File: src/rtl/debounce_pkg.sv
// Shared types and defaults for the switch/button input conditioning blocks.
// No logic of its own; the decode helpers keep output meaning next to the state encoding.
// No flow control; pure declarations.
package debounce_pkg;

    typedef enum logic [1:0] {
        ZERO  = 2'b00,
        WAIT1 = 2'b01,
        ONE   = 2'b10,
        WAIT0 = 2'b11
    } state_t;

    localparam int DEF_SYNC_STAGES   = 2;
    localparam int DEF_STABLE_CYCLES = 1000;

    // Debounced level is already 1 while a falling candidate is still being qualified.
    function automatic logic state_level(state_t s);
        return (s == ONE) || (s == WAIT0);
    endfunction

    function automatic logic state_busy(state_t s);
        return (s == WAIT1) || (s == WAIT0);
    endfunction

endpackage

File: src/rtl/sync_chain.sv
// N-flop synchronizer bringing an asynchronous single-bit input into the core_clk domain.
// Latency: STAGES cycles from in_dat to out_dat.
// No backpressure; samples every cycle.
module sync_chain #(
    parameter int STAGES = 2
) (
    input  logic core_clk,
    input  logic arst_n,
    input  logic in_dat,
    output logic out_dat
);

    logic [STAGES-1:0] sync_q;

    always_ff @(posedge core_clk or negedge arst_n) begin
        if (!arst_n) begin
            sync_q <= '0;
        end else begin
            sync_q <= {sync_q[STAGES-2:0], in_dat};
        end
    end

    assign out_dat = sync_q[STAGES-1];

endmodule

File: src/rtl/level_debouncer.sv
// Synchronizes and debounces a raw switch input into a clean registered level.
// Latency: SYNC_STAGES cycles to busy, SYNC_STAGES+STABLE_CYCLES cycles to level.
// No backpressure; a new value must hold STABLE_CYCLES consecutive cycles to be accepted.
module level_debouncer
    import debounce_pkg::*;
#(
    parameter int SYNC_STAGES   = DEF_SYNC_STAGES,
    parameter int STABLE_CYCLES = DEF_STABLE_CYCLES,
    parameter int CNT_W         = $clog2(STABLE_CYCLES) + 1
) (
    input  logic clk,
    input  logic rst,
    input  logic raw_in,
    output logic level,
    output logic busy
);

    localparam logic [CNT_W-1:0] CNT_LOAD = CNT_W'(STABLE_CYCLES - 1);
    localparam logic [CNT_W-1:0] CNT_ONE  = CNT_W'(1);

    logic             sync_in;
    state_t           state_q;
    state_t           state_nxt;
    logic [CNT_W-1:0] cnt_q;
    logic [CNT_W-1:0] cnt_nxt;

    sync_chain #(
        .STAGES (SYNC_STAGES)
    ) u_sync (
        .core_clk (clk),
        .arst_n   (rst),
        .in_dat   (raw_in),
        .out_dat  (sync_in)
    );

    // Any disagreement during a WAIT state drops back; the count is reloaded on the next entry.
    always_comb begin
        state_nxt = state_q;
        cnt_nxt   = cnt_q;
        unique case (state_q)
            ZERO: begin
                if (sync_in) begin
                    state_nxt = WAIT1;
                    cnt_nxt   = CNT_LOAD;
                end
            end
            WAIT1: begin
                if (!sync_in) begin
                    state_nxt = ZERO;
                end else if (cnt_q == '0) begin
                    state_nxt = ONE;
                end else begin
                    cnt_nxt = cnt_q - CNT_ONE;
                end
            end
            ONE: begin
                if (!sync_in) begin
                    state_nxt = WAIT0;
                    cnt_nxt   = CNT_LOAD;
                end
            end
            WAIT0: begin
                if (sync_in) begin
                    state_nxt = ONE;
                end else if (cnt_q == '0) begin
                    state_nxt = ZERO;
                end else begin
                    cnt_nxt = cnt_q - CNT_ONE;
                end
            end
            default: begin
                state_nxt = ZERO;
            end
        endcase
    end

    // Outputs are registered from the next state so they stay cycle-aligned with state_q.
    always_ff @(posedge clk or negedge rst) begin
        if (!rst) begin
            state_q <= ZERO;
            cnt_q   <= '0;
            level   <= 1'b0;
            busy    <= 1'b0;
        end else begin
            state_q <= state_nxt;
            cnt_q   <= cnt_nxt;
            level   <= state_level(state_nxt);
            busy    <= state_busy(state_nxt);
        end
    end

endmodule

File: config.mk
export PLATFORM = sky130hd
export DESIGN_NAME = level_debouncer
export DESIGN_NICKNAME = d
export VERILOG_FILES = /design/src/rtl/debounce_pkg.sv /design/src/rtl/sync_chain.sv /design/src/rtl/level_debouncer.sv
export SDC_FILE = /design/constraint.sdc
export NUM_CORES = 1
export LEC_CHECK = 0
export BUFFER_PORTS_ARGS = -buffer_cell sky130_fd_sc_hd__buf_2
export CAP_MARGIN = 10
export CORE_MARGIN = 8
export CORE_UTILIZATION = 40
export DETAILED_ROUTE_END_ITERATION = 8
export HOLD_SLACK_MARGIN = 0.06
export PLACE_DENSITY_LB_ADDON = 0.12
export SLEW_MARGIN = 20
export SYNTH_ARGS = -nofsm -noshare
export SYNTH_HDL_FRONTEND = slang
export SYNTH_SLANG_ARGS = --single-unit
File: constraint.sdc
create_clock -name clk -period 1.85 [get_ports clk]
set_input_delay 0.37 -clock clk [delete_from_list [all_inputs] [get_ports clk]]
set_output_delay 0.37 -clock clk [all_outputs]
set_load 0.02 [all_outputs]
* After elaboration in Yosys (flattened, before gate mapping)
Cells that the tools add are included.
** Word-level totals
- Input port bits :: 3
- Bits in writable memories :: 0
- Memories kept :: 0
- Logic and storage cells :: 34
- Latch bits :: 0
- Memory bits (read-only) :: 0
- Output and inout bits :: 2
- Register bits :: 17
** Operators by class
- Reduce and logical (&&, ||, !) cells :: 5
- Shifts and indexed selects :: 0
- Divide/modulo/power cells :: 0
- Eq/ne operators :: 10
- Order comparisons :: 0
- Multiply operators :: 0
- $add $sub $neg :: 1
- Bitwise operators :: 0
- Multiplexer cells :: 13
** Operators by type and width (number)
- $mux W11 :: 5
- $pmux W11 S4 :: 1
- $mux W2 :: 6
- $logic_not A11 Y1 :: 1
- $sub A11 B1 Y11 const B :: 1
- $eq A2 B2 Y1 const B :: 4
- $pmux W2 S4 :: 1
- $eq A2 B1 Y1 const B :: 2
- $ne A2 B1 Y1 const B :: 2
- $ne A2 B2 Y1 const B :: 2
- $reduce_and A4 Y1 :: 1
- $logic_not A2 Y1 :: 1
- $logic_or A1 B1 Y1 :: 2

* Longest topological paths before layout
- Depth after elaboration :: 6
- Mapped depth :: 7
- Gate-level depth less buffers :: 7

* Cells and area by module
From an unflattened synthesis, not the netlist that was laid out.
** Unflattened totals
- Cells, all modules :: 76
- Area, all modules :: 793.3 um^2
** By module, submodules not included
- level_debouncer :: times used 1, area each 743.2 um^2, cells an instance 74, seq. area each 350.3 um^2
- sync_chain :: times used 1, area each 50.0 um^2, cells an instance 2, seq. area each 50.0 um^2

* Worst setup path before layout
No wires, ideal clock.
- Kind :: reg-to-reg
- Start :: register cnt_q[0]
- End :: register cnt_q[8]
- Data required time :: 1730 ps
- Library setup time :: 120 ps
- Stages on the path, launching flop included :: 7
- Path buffers :: 0
- Data arrival time :: 1582 ps
- Period minus slack after synthesis :: 1702 ps
- Path slack :: 148 ps
- Cells stage by stage :: dfrtp_1 inv_1 ha_1 or3b_2 nor4_1 xnor2_1 nand2_1
** Between the ends
- Longest elaborated chain between the ends :: 4
- Elaborated cells between the ends (all ways) :: 6
- Those cells by class :: add/sub: 1; mux: 4; reduce/logical: 1
** RTL lines
- from (decl) :: RTL line level_debouncer.sv:24 : logic [CNT_W-1:0] cnt_q;
- from (signal assigned) :: RTL line level_debouncer.sv:86 : cnt_q <= cnt_nxt;
- $sub A11 B1 Y11 / $logic_not A11 Y1 (equally long branches)
- $mux W11 * :: RTL line level_debouncer.sv:50, level_debouncer.sv:65
- $mux W11, on equally long branches :: RTL line level_debouncer.sv:63, level_debouncer.sv:48
- $pmux W11 S4 * :: RTL line level_debouncer.sv:40 : unique case (state_q)
Every way passes the cells marked *; elsewhere a longest branch is shown, timed or not. The select of a mux whose other input is x is not followed.
A chain may end at the register's enable or synchronous reset.

* Worst setup path in the final report
Ends and elaborated chain as after synthesis.

==> run summary <==
Status - finished, final reports clean
Cell Pwr Density - 789 nW/µm²
Vias in the first global route - 616
DR pass1 iterations - 4
Total track usage - 10.7%
Routed WL per cell - 13.0 µm
Die width - 60 µm
Total Power - 774 µW
Max clock buf depth - 2
Area Overhead vs Synth - 26.7%
Slowest cell delay on critical path - 0.51 ns
Vias per Instance - 5.29
Placed insts - 116
Die Y-Extent - 60 µm
Yosys cell types - 32
Final Cell Area - 981 µm²
Number of port buffers - 4
RSZ-0062 raised after global routing - yes
Synth Area per Inst - 10.3 µm²
Detailed Route WL - 1.59 mm
Most common cell in the netlist - dfrtp_1
WP buf/inv - 1
Slew Viols, Final - 0
Remaining DRCs - 0
Fin. Hold Viols - 0
# nets final - 100
Core ar. - 1900 µm²
Starting Density - 40.7%
Worst hold path type - primary input to flip-flop
Worst-Skew Late Latency - 0.29 ns
Clk slew on worst S/H paths - 0.09 ns
Startpoint Class - flip-flop
Gr ovfl total - 0
FF+latch count, synth - 16
Top cell type's share of synthesized area - 51.7%
Arr. time, crit path - 2.00 ns
Mapped cell area - 774 µm²
Antenna diodes - 0
CTS tree - done
First-pass GRT wire length - 2.81 mm
FP Rows - 16
CTS Buf Count - 3
Setup TNS - 0 ns
DR iter-0 viols - 13
Slowest CP cell - or3b_2
H-tree Lvls - 1
Post-DP Area - 903 µm²
Setup crit end kind - flip-flop
Post-synth EDFFs - 0
Ports - 5
Yosys top cell by area - dfrtp_1
Leakage power - 0.000392 µW
Top cells by count, synth - 16 x dfrtp_1, 8 x nor2_1, 8 x nor3_1
Max FO, Critical Path - 4
# setup viols final - 0
Required @ worst endpoint - 2.04 ns
CTS Root Cell - clkbuf_4
Critical path, cell by cell - inv_1 > ha_2 > or3b_2 > nor4_2 > xnor2_1 > nand2_1
Tcrit/Tclk final - 97.6%
Share of post-route cells with drive strength above 1 - 34.7%
CP delay by family, top - simple AND/OR/NAND/NOR gates
Vias post-DR - 645
Non-Filler Instances - 122
Top post-synthesis cells by area - dfrtp_1 52%, nor3_1 5.2%, nor2_1 3.9%
Final Skew - 0.00174 ns
Syn. warnings - 0
CTS Sinks - 16
Register area share after synthesis - 51.7%
Die area - 3600 µm²
DP HPWL - 1.14 mm
Max_cap viols - 0
Routed Antenna Nets - 0
Max VDD drop - 0.431 mV
Async S/R FF share, synth - 100%
Slew @ Worst Pin - 0.374 ns
Initial antenna violation count - 0
FMAX - 554 MHz
Largest net degree at the start of global routing - 17
Cells after Synth - 75
Tmin final - 1.81 ns
Crit Path Category - flip-flop to flip-flop
Slew headroom - 75.0%
GPL Wtd Cong - 0.793
Post-Syn Nets - 79
Synth Flop Type - dfrtp_1
[area by class of cell]
type	count	area, µm²
Clock buffer	4	36.3
Fill cell	188	921
Inverter	4	15.0
Multi-Input combinational cell	55	383
Sequential cell	16	400
Tap cell	27	33.8
Timing Repair Buffer	16	113
[cells by family (layout without fill, tap and decap cells)]
family / after synthesis / after routing / share of synthesized area [%]
AND/OR/NAND/NOR: 37 / 37 / 28.8
buffers and inverters: 4 / 24 / 1.94
AO/OA/AOI/OAI: 13 / 13 / 10.8
adder cells (fa/ha/maj): 1 / 1 / 1.62
XOR/XNOR: 2 / 2 / 2.26
multiplexers: 2 / 2 / 2.91
flip-flops: 16 / 16 / 51.7
[routing by layer]
metal	vias to the layer above	routed length, µm	track usage (%)
met5	-	0	0
met4	0	52	8.16
met3	5	37	1.94
met2	7	677	14.9
met1	313	824	14.1
li1	320	-	-
[final timing paths]
check / slack [ns] / startpoint / end / cells past startpoint
min: 0.17 / raw_in / u_sync.sync_q[0] / 1
max reg2reg: 0.04 / cnt_q[0] / cnt_q[8] / 6
max in group asynchronous: 1.09 / rst / cnt_q[7] / 2
max: 0.04 / cnt_q[0] / cnt_q[8] / 6
min in group asynchronous: 0.50 / rst / level / 2
min reg2reg: 0.36 / u_sync.sync_q[0] / u_sync.sync_q[1] / 0
[worst reg2reg max path, stage by stage, from the launching register on]
cell and delay (ns):
dfrtp_1 0.38, inv_1 0.09, ha_2 0.21, or3b_2 0.51, nor4_2 0.28, xnor2_1 0.15, nand2_1 0.07
[cell usage in the layout (no fill, tap or decap), types with 2 or more instances in the layout]
| master | Yosys | routed |
|---|---|---|
| a21oi_1 | 2 | 2 |
| a31oi_1 | 3 | 3 |
| buf_2 | 0 | 4 |
| buf_4 | 0 | 11 |
| clkbuf_4 | 0 | 3 |
| dfrtp_1 | 16 | 16 |
| inv_1 | 3 | 3 |
| mux2_2 | 2 | 2 |
| nand2_1 | 3 | 3 |
| nand3_1 | 3 | 3 |
| nor2_1 | 8 | 8 |
| nor3_1 | 8 | 6 |
| nor3_2 | 0 | 2 |
| o21ai_0 | 2 | 2 |
| or4_1 | 2 | 2 |
| xnor2_1 | 2 | 2 |
[report_power, final]
group,total (µW),internal (µW),switching (µW)
Sequential,416,381,35.3
Clock,235,120,115
Combinational,123,58.2,64.5
Total,774,559,215
[state kept, by name, indices dropped and copies added, names as in the netlist]
name / cells
cnt_q: 11
state_q: 2
u_sync.sync_q: 2
level: 1
[through the flow]
| stage | utilization [%] | hold slack [ns] | worst slack, ns |
|---|---|---|---|
| global route | 51.6 | 0.163 | -0.0345 |
| global placement | 47.5 | 0.298 | 0.0464 |
| CTS | 50.3 | 0.165 | 0.0364 |
| floorplan | - | 0.0744 | 0.148 |
| detailed placement | 47.5 | 0.296 | -0.00729 |
| finish | 51.6 | 0.172 | 0.0443 |
[repair_timing]
action / in CTS / in global routing
setup buffers: 0 / 1
pin swaps: 0 / 0
gates resized for setup: 1 / 4
endpoints found under the hold margin: 16 / 0
hold buffers: 1 / 0
setup endpoints to repair: 1 / 4
No activity file was read; power rests on OpenSTA's default activity.
